`config.mk`:
```
export PLATFORM = sky130hd
export DESIGN_NAME = gray_step_decoder
export DESIGN_NICKNAME = d
export VERILOG_FILES = /design/src/rtl/gray_step_decoder_pkg.sv /design/src/rtl/gray_step_decoder_phase_map.sv /design/src/rtl/gray_step_decoder.sv
export SDC_FILE = /design/constraint.sdc
export NUM_CORES = 1
export LEC_CHECK = 0
export ABC_AREA = 1
export BUFFER_PORTS_ARGS = -buffer_cell sky130_fd_sc_hd__buf_4
export CAP_MARGIN = 10
export CORE_ASPECT_RATIO = 1.2
export CORE_MARGIN = 8
export CORE_UTILIZATION = 27
export CTS_BUF_LIST = sky130_fd_sc_hd__clkbuf_8
export DETAILED_ROUTE_END_ITERATION = 16
export REMOVE_ABC_BUFFERS = 1
export SYNTH_ARGS = -nofsm -noshare
export SYNTH_HDL_FRONTEND = slang
export SYNTH_HIERARCHICAL = 1
export SYNTH_SLANG_ARGS = --single-unit
```
`constraint.sdc`:
```
create_clock -name clk -period 1.5 [get_ports clk]
set_input_delay 0 -clock clk [delete_from_list [all_inputs] [get_ports clk]]
set_output_delay 0 -clock clk [all_outputs]
set_load 0.005 [all_outputs]
```
`src/rtl/gray_step_decoder_pkg.sv`:
```
// ============================================================================
// Module      : gray_step_decoder_pkg
// Description : Shared FSM encoding, Gray phase map and step-delta codes for
//               the Gray step decoder.
// Revision    : 1.0 - initial release
// ============================================================================
`default_nettype none

package gray_step_decoder_pkg;

    typedef enum logic [1:0] {
        ST_IDLE  = 2'd0,
        ST_TRACK = 2'd1,
        ST_FAULT = 2'd2
    } state_t;

    // Sequencer state {A,B} observed at each phase of the forward cycle
    localparam logic [1:0] GRAY_P0 = 2'b00;
    localparam logic [1:0] GRAY_P1 = 2'b10;
    localparam logic [1:0] GRAY_P2 = 2'b11;
    localparam logic [1:0] GRAY_P3 = 2'b01;

    localparam logic [1:0] D_HOLD = 2'd0;
    localparam logic [1:0] D_FWD  = 2'd1;
    localparam logic [1:0] D_SKIP = 2'd2;
    localparam logic [1:0] D_REV  = 2'd3;

    // Phase distance modulo 4; the 2-bit result wraps naturally
    function automatic logic [1:0] phase_delta(input logic [1:0] phase_new,
                                               input logic [1:0] phase_prev);
        return phase_new - phase_prev;
    endfunction

endpackage

`default_nettype wire

```
`src/rtl/gray_step_decoder_phase_map.sv`:
```
// ============================================================================
// Module      : gray_phase_map
// Description : Combinational map from sequencer Gray state to binary phase.
// Revision    : 1.0 - initial release
// ============================================================================
`default_nettype none

module gray_phase_map
    import gray_step_decoder_pkg::*;
(
    input  logic [1:0] gray,
    output logic [1:0] phase
);

    always_comb begin
        phase = 2'd0;
        case (gray)
            GRAY_P0: phase = 2'd0;
            GRAY_P1: phase = 2'd1;
            GRAY_P2: phase = 2'd2;
            GRAY_P3: phase = 2'd3;
            default: phase = 2'd0;
        endcase
    end

endmodule

`default_nettype wire

```
`src/rtl/gray_step_decoder.sv`:
```
// ============================================================================
// Module      : gray_step_decoder
// Description : Recovers the x stream of the 2-bit Gray sequencer, tracks its
//               phase and step count, and flags impossible transitions.
// Revision    : 1.0 - initial release
// ============================================================================
`default_nettype none

module gray_step_decoder
    import gray_step_decoder_pkg::*;
#(
    parameter int CNT_W = 8
)
(
    input  logic             clk,
    input  logic             rst,
    input  logic             en,
    input  logic             clr,
    input  logic [1:0]       state_in,
    output logic             x_rec,
    output logic             valid,
    output logic             step_pulse,
    output logic [1:0]       pos,
    output logic [CNT_W-1:0] step_cnt,
    output logic             locked,
    output logic             err_rev,
    output logic             err_skip
);

    state_t             r_state, w_state_nxt;
    logic [1:0]         r_prev, w_prev_nxt;
    logic [1:0]         w_phase_new;
    logic [1:0]         w_delta;

    logic               r_x_rec, w_x_rec_nxt;
    logic               r_valid, w_valid_nxt;
    logic               r_step_pulse, w_step_pulse_nxt;
    logic [1:0]         r_pos, w_pos_nxt;
    logic [CNT_W-1:0]   r_step_cnt, w_step_cnt_nxt;
    logic               r_locked, w_locked_nxt;
    logic               r_err_rev, w_err_rev_nxt;
    logic               r_err_skip, w_err_skip_nxt;

    gray_phase_map u_phase_in (
        .gray  (state_in),
        .phase (w_phase_new)
    );

    assign w_delta = phase_delta(w_phase_new, r_prev);

    always_ff @(posedge clk or negedge rst) begin
        if (!rst) begin
            r_state      <= ST_IDLE;
            r_prev       <= 2'd0;
            r_x_rec      <= 1'b0;
            r_valid      <= 1'b0;
            r_step_pulse <= 1'b0;
            r_pos        <= 2'd0;
            r_step_cnt   <= '0;
            r_locked     <= 1'b0;
            r_err_rev    <= 1'b0;
            r_err_skip   <= 1'b0;
        end else begin
            r_state      <= w_state_nxt;
            r_prev       <= w_prev_nxt;
            r_x_rec      <= w_x_rec_nxt;
            r_valid      <= w_valid_nxt;
            r_step_pulse <= w_step_pulse_nxt;
            r_pos        <= w_pos_nxt;
            r_step_cnt   <= w_step_cnt_nxt;
            r_locked     <= w_locked_nxt;
            r_err_rev    <= w_err_rev_nxt;
            r_err_skip   <= w_err_skip_nxt;
        end
    end

    always_comb begin
        w_state_nxt      = r_state;
        w_prev_nxt       = r_prev;
        w_x_rec_nxt      = r_x_rec;
        w_valid_nxt      = 1'b0;
        w_step_pulse_nxt = 1'b0;
        w_pos_nxt        = r_pos;
        w_step_cnt_nxt   = r_step_cnt;
        w_locked_nxt     = r_locked;
        w_err_rev_nxt    = r_err_rev;
        w_err_skip_nxt   = r_err_skip;

        // Clear wins over a coincident sample, which is simply dropped
        if (clr) begin
            w_state_nxt    = ST_IDLE;
            w_step_cnt_nxt = '0;
            w_err_rev_nxt  = 1'b0;
            w_err_skip_nxt = 1'b0;
            w_locked_nxt   = 1'b0;
            w_x_rec_nxt    = 1'b0;
        end else if (en) begin
            case (r_state)
                ST_IDLE: begin
                    w_prev_nxt   = w_phase_new;
                    w_pos_nxt    = w_phase_new;
                    w_locked_nxt = 1'b1;
                    w_valid_nxt  = 1'b1;
                    w_x_rec_nxt  = 1'b1;
                    w_state_nxt  = ST_TRACK;
                end
                ST_TRACK: begin
                    w_valid_nxt = 1'b1;
                    case (w_delta)
                        D_HOLD: begin
                            w_x_rec_nxt = 1'b1;
                        end
                        D_FWD: begin
                            w_x_rec_nxt      = 1'b0;
                            w_step_pulse_nxt = 1'b1;
                            w_step_cnt_nxt   = r_step_cnt + CNT_W'(1);
                            w_pos_nxt        = w_phase_new;
                            w_prev_nxt       = w_phase_new;
                        end
                        D_REV: begin
                            w_x_rec_nxt   = 1'b0;
                            w_err_rev_nxt = 1'b1;
                            w_locked_nxt  = 1'b0;
                            w_state_nxt   = ST_FAULT;
                        end
                        D_SKIP: begin
                            w_x_rec_nxt    = 1'b0;
                            w_err_skip_nxt = 1'b1;
                            w_locked_nxt   = 1'b0;
                            w_state_nxt    = ST_FAULT;
                        end
                        default: ;
                    endcase
                end
                ST_FAULT: begin
                    w_locked_nxt = 1'b0;
                end
                default: begin
                    w_state_nxt = ST_IDLE;
                end
            endcase
        end
    end

    assign x_rec      = r_x_rec;
    assign valid      = r_valid;
    assign step_pulse = r_step_pulse;
    assign pos        = r_pos;
    assign step_cnt   = r_step_cnt;
    assign locked     = r_locked;
    assign err_rev    = r_err_rev;
    assign err_skip   = r_err_skip;

endmodule

`default_nettype wire

```
==> Word level (Yosys, flattened, before mapping) <==
Cells that the tools add are included.
{ "totals": {"reg_bits": 18, "input_bits": 6, "output_inout_bits": 16, "word_cells": 78} }
{ "classes": {"n_addsub": 2, "n_eq_ne": 11, "muxes": 34, "n_bitwise": 1, "n_reduce_logical": 21} }
{ "ops": {"columns": ["operator", "count"], "rows": [
  ["$mux W8", 4],
  ["$mux W1", 20],
  ["$reduce_and A3 Y1", 5],
  ["$reduce_bool A2 Y1", 6],
  ["$eq A2 B2 Y1 const B", 5],
  ["$add A8 B1 Y8 const B", 1],
  ["$mux W2", 4],
  ["$pmux W2 S4", 1],
  ["$eq A2 B1 Y1 const B", 3],
  ["$logic_not A2 Y1", 3],
  ["$pmux W2 S3", 1],
  ["$ne A2 B2 Y1 const B", 2],
  ["$pmux W1 S2", 2],
  ["$pmux W2 S2", 1],
  ["$reduce_and A4 Y1", 1],
  ["$reduce_bool A4 Y1", 1],
  ["$reduce_or A2 Y1", 2],
  ["$ne A3 B3 Y1 const B", 1],
  ["$pmux W1 S3", 1],
  ["$reduce_bool A3 Y1", 1],
  ["$reduce_or A3 Y1", 1],
  ["$reduce_and A2 Y1", 1],
  ["$sub A2 B2 Y2", 1],
  ["$not A1 Y1", 1]
]} }

==> Longest topological paths before layout <==
Gate-level depths: netlist of the first run.
{ "depth": {"ltp_word": 9, "mapped_depth": 13} }

==> Modules after synthesis <==
Netlist of the first run, hierarchy kept.
{ "by_module_without_submodules": {"columns": ["module", "instances", "cells_per_inst", "area_per_inst_um2"], "rows": [
  ["gray_step_decoder", 1, 139, 1087.3],
  ["gray_phase_map", 1, 7, 43.8]
]} }

==> Worst setup path before layout of the first run <==
No wires, ideal clock.
{ "synth_path": {"path_type": "flip-flop to flip-flop", "startpoint": "reg r_state[1]", "endpoint": "reg r_step_cnt[2], in the netlist step_cnt[2]", "t_arrival_ps": 1245, "required_time_ps": 1382, "slack_ps": 137, "stages_incl_launch_ff": 10, "synth_period_minus_slack_ps": 1363, "cell_sequence": "dfrtp_1 -> inv_1 -> ha_1 -> nand2_2 -> nor2_4 -> nand3_4 -> nand2_4 -> inv_4 -> nand2_1 -> nand2_1"} }
{ "synth_via": {"elab_chain_len": 3} }
{ "synth_lines": {"columns": ["element", "line", "text"], "rows": [
  ["from (decl)", "gray_step_decoder.sv:30", "state_t r_state, w_state_nxt;"],
  ["from (signal assigned)", "gray_step_decoder.sv:64", "r_state <= w_state_nxt;"],
  ["$eq A2 B1 Y1", "gray_step_decoder.sv:98", "case (r_state)"],
  ["$reduce_bool A2 Y1 (no source line)", null, null],
  ["$reduce_and A3 Y1 (no source line)", null, null],
  ["to (signal assigned)", "gray_step_decoder.sv:70", "r_step_cnt <= w_step_cnt_nxt;"],
  ["to (decl)", "gray_step_decoder.sv:39", "logic [CNT_W-1:0] r_step_cnt, w_step_cnt_nxt;"]
]} }
Every way passes these cells.
A chain may end at the register's enable or synchronous reset.

==> Worst setup path after layout of the first run <==
{ "layout_path": {"startpoint": "reg r_state[1]", "endpoint": "reg r_step_cnt[6], in the netlist step_cnt[6]"} }
Same word-level chain as after synthesis.

==> results of run 1 <==
==> per-layer routing <==
layer / track usage / vias to the layer above / routed length [um]
li1: - / 507 / -
met1: 0.0860 / 453 / 1000
met2: 0.148 / 15 / 1300
met3: 0.0207 / 4 / 160
met4: 0.0357 / 0 / 25
met5: 0 / - / 0
==> cell families (layout without fill, tap and decap cells) <==
logic type,count (synthesis),count (layout)
simple gates,89,89
buf+inv,21,48
flops,18,18
fa+ha+maj,8,8
compound gates,7,7
xor+xnor,3,3
==> worst max path at each step <==
stage                            from     endpoint  cells after the start
after floorplan            r_state[1]  step_cnt[2]                      9
after global placement    state_in[0]  step_cnt[6]                     11
after detailed placement  state_in[0]  step_cnt[6]                     11
after CTS                  r_state[1]  step_cnt[6]                      9
after global routing       r_state[0]       locked                      7
final                      r_state[1]  step_cnt[6]                      9
==> cell usage in the layout, fill, tap and decap left out <==
master	n
nor2_2	1
a21oi_1	2
nor3_1	1
clkbuf_8	4
a22oi_1	1
o21ai_0	2
o21ai_1	2
nand4_1	4
inv_2	1
nand2_4	2
ha_4	1
nor3_4	1
inv_1	18
nor2_4	2
nand3_4	2
xnor2_1	1
dlygate4sd3_1	1
xor2_1	2
nand2_1	52
buf_4	23
nor2_1	11
dfrtp_1	18
ha_1	6
inv_4	1
nand3_1	9
ha_2	1
nand2_2	3
nand3b_1	1
==> worst max-delay path, stage by stage (launching register included) <==
cell and delay (ns):
dfrtp_1 0.41, inv_2 0.08, ha_2 0.19, nand2_2 0.07, nor2_4 0.11, nand3_4 0.11
nand2_4 0.12, inv_4 0.06, nand2_1 0.05, nand2_1 0.06
==> power by group <==
part	internal (uW)	switching, uW
registers	573	76.3
clock network	233	167
logic	338	417
total	1140	660
==> final cells by class <==
cell class / count / area [um2]
Fill cell: 446 / 2680
Inverter: 20 / 77.6
Sequential cell: 18 / 450
Tap cell: 56 / 70.1
Multi-Input combinational cell: 107 / 619
Clock buffer: 4 / 55.1
Timing Repair Buffer: 24 / 183
==> timing repair <==
action                                  4_1_cts  5_1_grt
endpoints found under the setup margin        0       10
gates resized for setup                       0        5
hold endpoints to repair                     18        0
hold buffers                                  1        0
==> sequential cells by signal, indices dropped and copies added, names as in the netlist <==
register / cells
step_pulse: 1
step_cnt: 8
valid: 1
err_skip: 1
r_state: 2
x_rec: 1
pos: 2
locked: 1
err_rev: 1
==> per-stage QoR <==
step | instance area, um2 | hold slack [ns]
2_1_floorplan | 1120 | -0.296
3_3_place_gp | 1370 | -0.109
3_5_place_dp | 1370 | -0.108
4_1_cts | 1430 | 0.0145
5_1_grt | 1460 | 0.0229
6_report | 1460 | 0.0198
==> reports/metrics.yaml, run 1 <==
status: "complete, no violations"
netlist.area_leader.share: 0.398
initial_utilization: 0.274
htreeDepth: 1
clockBufferDepth: 2
tns_ns: 0
rsz0062_at_grt: "no"
clock_sinks: 18
r2r_start: "r_state[1]"
diodes: 0
io_buffers: 21
yosysMostFrequentCell: "nand2_1"
min-delay-start: "clr"
cts_setup_buffers: 0
rrSetupSlack_ns: 0.12
synth_compound_area_frac: 0.0332
synthFlopType: "dfrtp_1"
io_pins: 22
fin_crit_sh: 0.917
drc: 0
final-setup-viol-count: 0
r2r-end: "step_cnt[6]"
fin_ws_ns: 0.125
ys_seq_area_frac: 0.398
crit_type: "register to register"
max_cap_viol_count: 0
area_growth_pct: 28.7
synth_enable_flop_cells: 0
worstRegToRegCells: 9
grt_max_degree: 19
root_buffer: "clkbuf_8"
power_density_nw_per_um2: 1240
async_flop_share: 1.00
ys_top_cells_by_count: "nand2_1, inv_1, dfrtp_1, nor2_1, nand3_1"
leakage_uw: 0.000751
final_cells: 229
route.vias.total: 979
antenna_found_initial: 0
clock-skew-final_ns: 0.00306
drtAntennaViolNets: 0
power_uw: 1800
vias_per_cell: 4.28
placed_cells: 224
grt_pass1_wl_um: 4260
synth_top_area_cell: "dfrtp_1"
synth_top_family_by_area: "simple AND/OR/NAND/NOR gates"
worstHoldEndpoint: "err_rev"
gr-usage-all-layers: 0.0824
drt_iter0_drc: 33
tritoncts: "built"
dr.pass1.iters: 4
ys_ff_latch: 18
crit_required_ns: 1.65
dieArea_um2: 6520
rows: 26
timing.fmax_ghz: 0.727
finish.utilization: 0.352
layout.nets: 188
dpl_worst_slack_ns: -0.0229
drv_slew: 0
hold_viol_final: 0
dp_hpwl_um: 2000
cp-start-kind: "register"
gp_congestion: 0.770
hold_class: "primary input to register"
drive_above_1_share: 0.243
synth_xor_area_frac: 0.0232
avgSynthCellArea_um2: 7.75
clk_pin_slew_ns: 0.07
grt_overflow: 0
worstMarginPinSlew_ns: 0.316
cts_buffers: 3
die_height_um: 86.9
insertion_delay_ns: 0.25
syn_area_um2: 1130
path_max_fanout: 8
die_w_um: 75.1
min_delay_path_depth: 2
totalWireLength_um: 2490
synthAdderAreaFrac: 0.0885
synth_area_leaders: "dfrtp_1, nand2_1, ha_1"
slew_headroom: 0.788
syn_inst: 146
drt-wirelength-per-cell_um: 10.9
min_period_ns: 1.38
grt_pass1_vias: 980
end_kind: "register"
synth_warnings: 6
vdd_ir_drop_max_uv: 324
crit_arrival_ns: 1.52
ys_types: 22
synth-simple-area-share: 0.382
coreArea_um2: 4130
synthMuxAreaShare: 0
No activity file was read; power rests on OpenSTA's default activity.
==> run 2, diff against run 1 <==
Settings changed: ABC_AREA 1 to not set, SKIP_CTS_REPAIR_TIMING set to 1.
==> run 2 against run 1 <==
  * The run now ends with negative setup slack left
  * Sequential cell count unchanged
  * First-iteration DRC count is 88% lower
  * Worst setup slack worse by 0.25 ns
  * Register-to-register slack worse by 0.25 ns
  * Power up 6.3%
  * Final area grew 1.4%
  * Sequential share of layout area shrank 0.42 points
  * Hold slack worse by 0.012 ns
  * Count of clock-buffer cells in the layout is the same
  * Area after synthesis is 12% lower
  * Die area down 9.4%
  * Clock skew fell by 0.00054 ns
  * Largest cell class unchanged
==> reports/metrics.yaml, run 2 <==
status: "complete, but fails checks"
violations: "negative setup slack"
layout_common_cells: "buf_4, dfrtp_1, nor2_1"
cp-start-kind: "register"
syn_area_um2: 1000
tns_ns: -0.755
worstMarginPinSlew_ns: 0.336
area_growth_pct: 47.6
mostFrequentLayoutCell: "buf_4"
coreArea_um2: 3600
synth_area_leaders: "dfrtp_1, ha_1, nor2_1"
vias_per_cell: 4.61
antenna_found_initial: 0
ys_ff_latch: 18
layout.nets: 152
drive_above_1_share: 0.409
clockBufferDepth: 2
grt_max_degree: 19
dpl_worst_slack_ns: -0.287
yosysMostFrequentCell: "dfrtp_1"
max_cap_viol_count: 0
netlist.area_leader.share: 0.451
synth_warnings: 6
crit_required_ns: 1.65
tritoncts: "built"
gp_congestion: 0.825
clock-skew-final_ns: 0.00251
timing.fmax_ghz: 0.615
dieArea_um2: 5910
final-setup-viol-count: 9
synth_enable_flop_cells: 0
drc: 0
grt_pass1_wl_um: 3740
hold_viol_final: 0
gr-usage-all-layers: 0.0826
grt_overflow: 0
largest_reg_flops: 8
min_period_ns: 1.63
path_max_fanout: 5
root_buffer: "clkbuf_8"
io_buffers: 21
slowest_stage: "xor3_2"
io_pins: 22
htreeDepth: 1
clk_pin_slew_ns: 0.08
cts_buffers: 3
ys_seq_area_frac: 0.451
dr.pass1.iters: 4
hold_ws_ns: 0.00785
drt_iter0_drc: 4
drt-wirelength-per-cell_um: 13.2
totalWireLength_um: 2320
slew_headroom: 0.774
drtAntennaViolNets: 0
leakage_uw: 0.000698
clock_sinks: 18
route.vias.total: 812
synthFlopType: "dfrtp_1"
die_height_um: 82.7
insertion_delay_ns: 0.26
die_w_um: 71.5
ys_types: 24
ys_top_cells_by_count: "dfrtp_1, nor2_1, ha_1, inv_1"
drv_slew: 0
fin_ws_ns: -0.126
worst_path_largest_cell_delay_ns: 0.53
crit_arrival_ns: 1.77
avgSynthCellArea_um2: 10.0
rows: 24
initial_utilization: 0.277
crit_chain: "xor3_2 -> nor4_1 -> xnor2_1 -> nor2_1"
vdd_ir_drop_max_uv: 394
power_density_nw_per_um2: 1300
diodes: 0
crit_type: "register to register"
fin_crit_sh: 1.08
grt_pass1_vias: 846
end_kind: "register"
hold_class: "primary input to register"
rsz0062_at_grt: "yes"
async_flop_share: 1.00
syn_inst: 100
dp_hpwl_um: 1670
synth_top_area_cell: "dfrtp_1"
==> run 2: critical path: cells and delay by family, from the launching register on <==
family | cells | cell delay (ns)
XOR/XNOR | 2 | 0.70
flip-flops | 1 | 0.42
AND/OR/NAND/NOR | 2 | 0.40
==> run 2: cells by family after synthesis <==
| logic type | synth area share |
|---|---|
| AO/OA/AOI/OAI | 0.0739 |
| XOR/XNOR | 0.104 |
| adder cells (fa/ha/maj) | 0.100 |
| buffers and inverters | 0.0413 |
| flip-flops | 0.451 |
| multiplexers | 0.0526 |
| AND/OR/NAND/NOR | 0.178 |
==> run 2: final timing paths <==
| check | from | endpoint | slack, ns | cells past startpoint |
|---|---|---|---|---|
| worst max-delay path | pos[1] | step_cnt[4] | -0.13 | 4 |
| worst min-delay path | en | x_rec | 0.008 | 2 |
| worst max register to register | pos[1] | step_cnt[4] | -0.13 | 4 |
| worst min register to register | err_rev | err_rev | 0.53 | 2 |
| max in group asynchronous | rst | pos[0] | 1.16 | 2 |
| min in group asynchronous | rst | err_skip | 0.14 | 2 |
==> run 2: layout make-up <==
cell class              count  area [um2]
fillers                   352        2130
repair buffers             35         269
multi-input cells          72         622
clock buffers               4        55.1
inverters                   8        30.0
flip-flops and latches     18         450
well taps                  39        48.8
==> run 2: through the flow <==
stage / util / instance area (um2) / power, uW / instances
final: 0.409 / 1480 / 1920 / 176
after global placement: 0.357 / 1280 / 1260 / 169
after floorplan: - / 988 / 973 / 97
after global routing: 0.409 / 1480 / 2040 / 176
after CTS: 0.372 / 1340 / 1700 / 173
after detailed placement: 0.357 / 1280 / 1280 / 169
==> run 2: layer usage <==
layer | track usage | share of wire | vias to the layer above
met5 | 0 | 0 | -
met4 | 0.0736 | 0.033 | 0
met3 | 0.0193 | 0.035 | 5
met2 | 0.147 | 0.51 | 14
met1 | 0.0799 | 0.42 | 381
li1 | - | - | 412
==> run 2: report_power, final <==
part           switching, uW  internal [uW]  total (uW)  leakage [uW]
clock network            182            234         416     0.0000288
registers               49.1            545         594      0.000243
logic                    400            509         909      0.000426
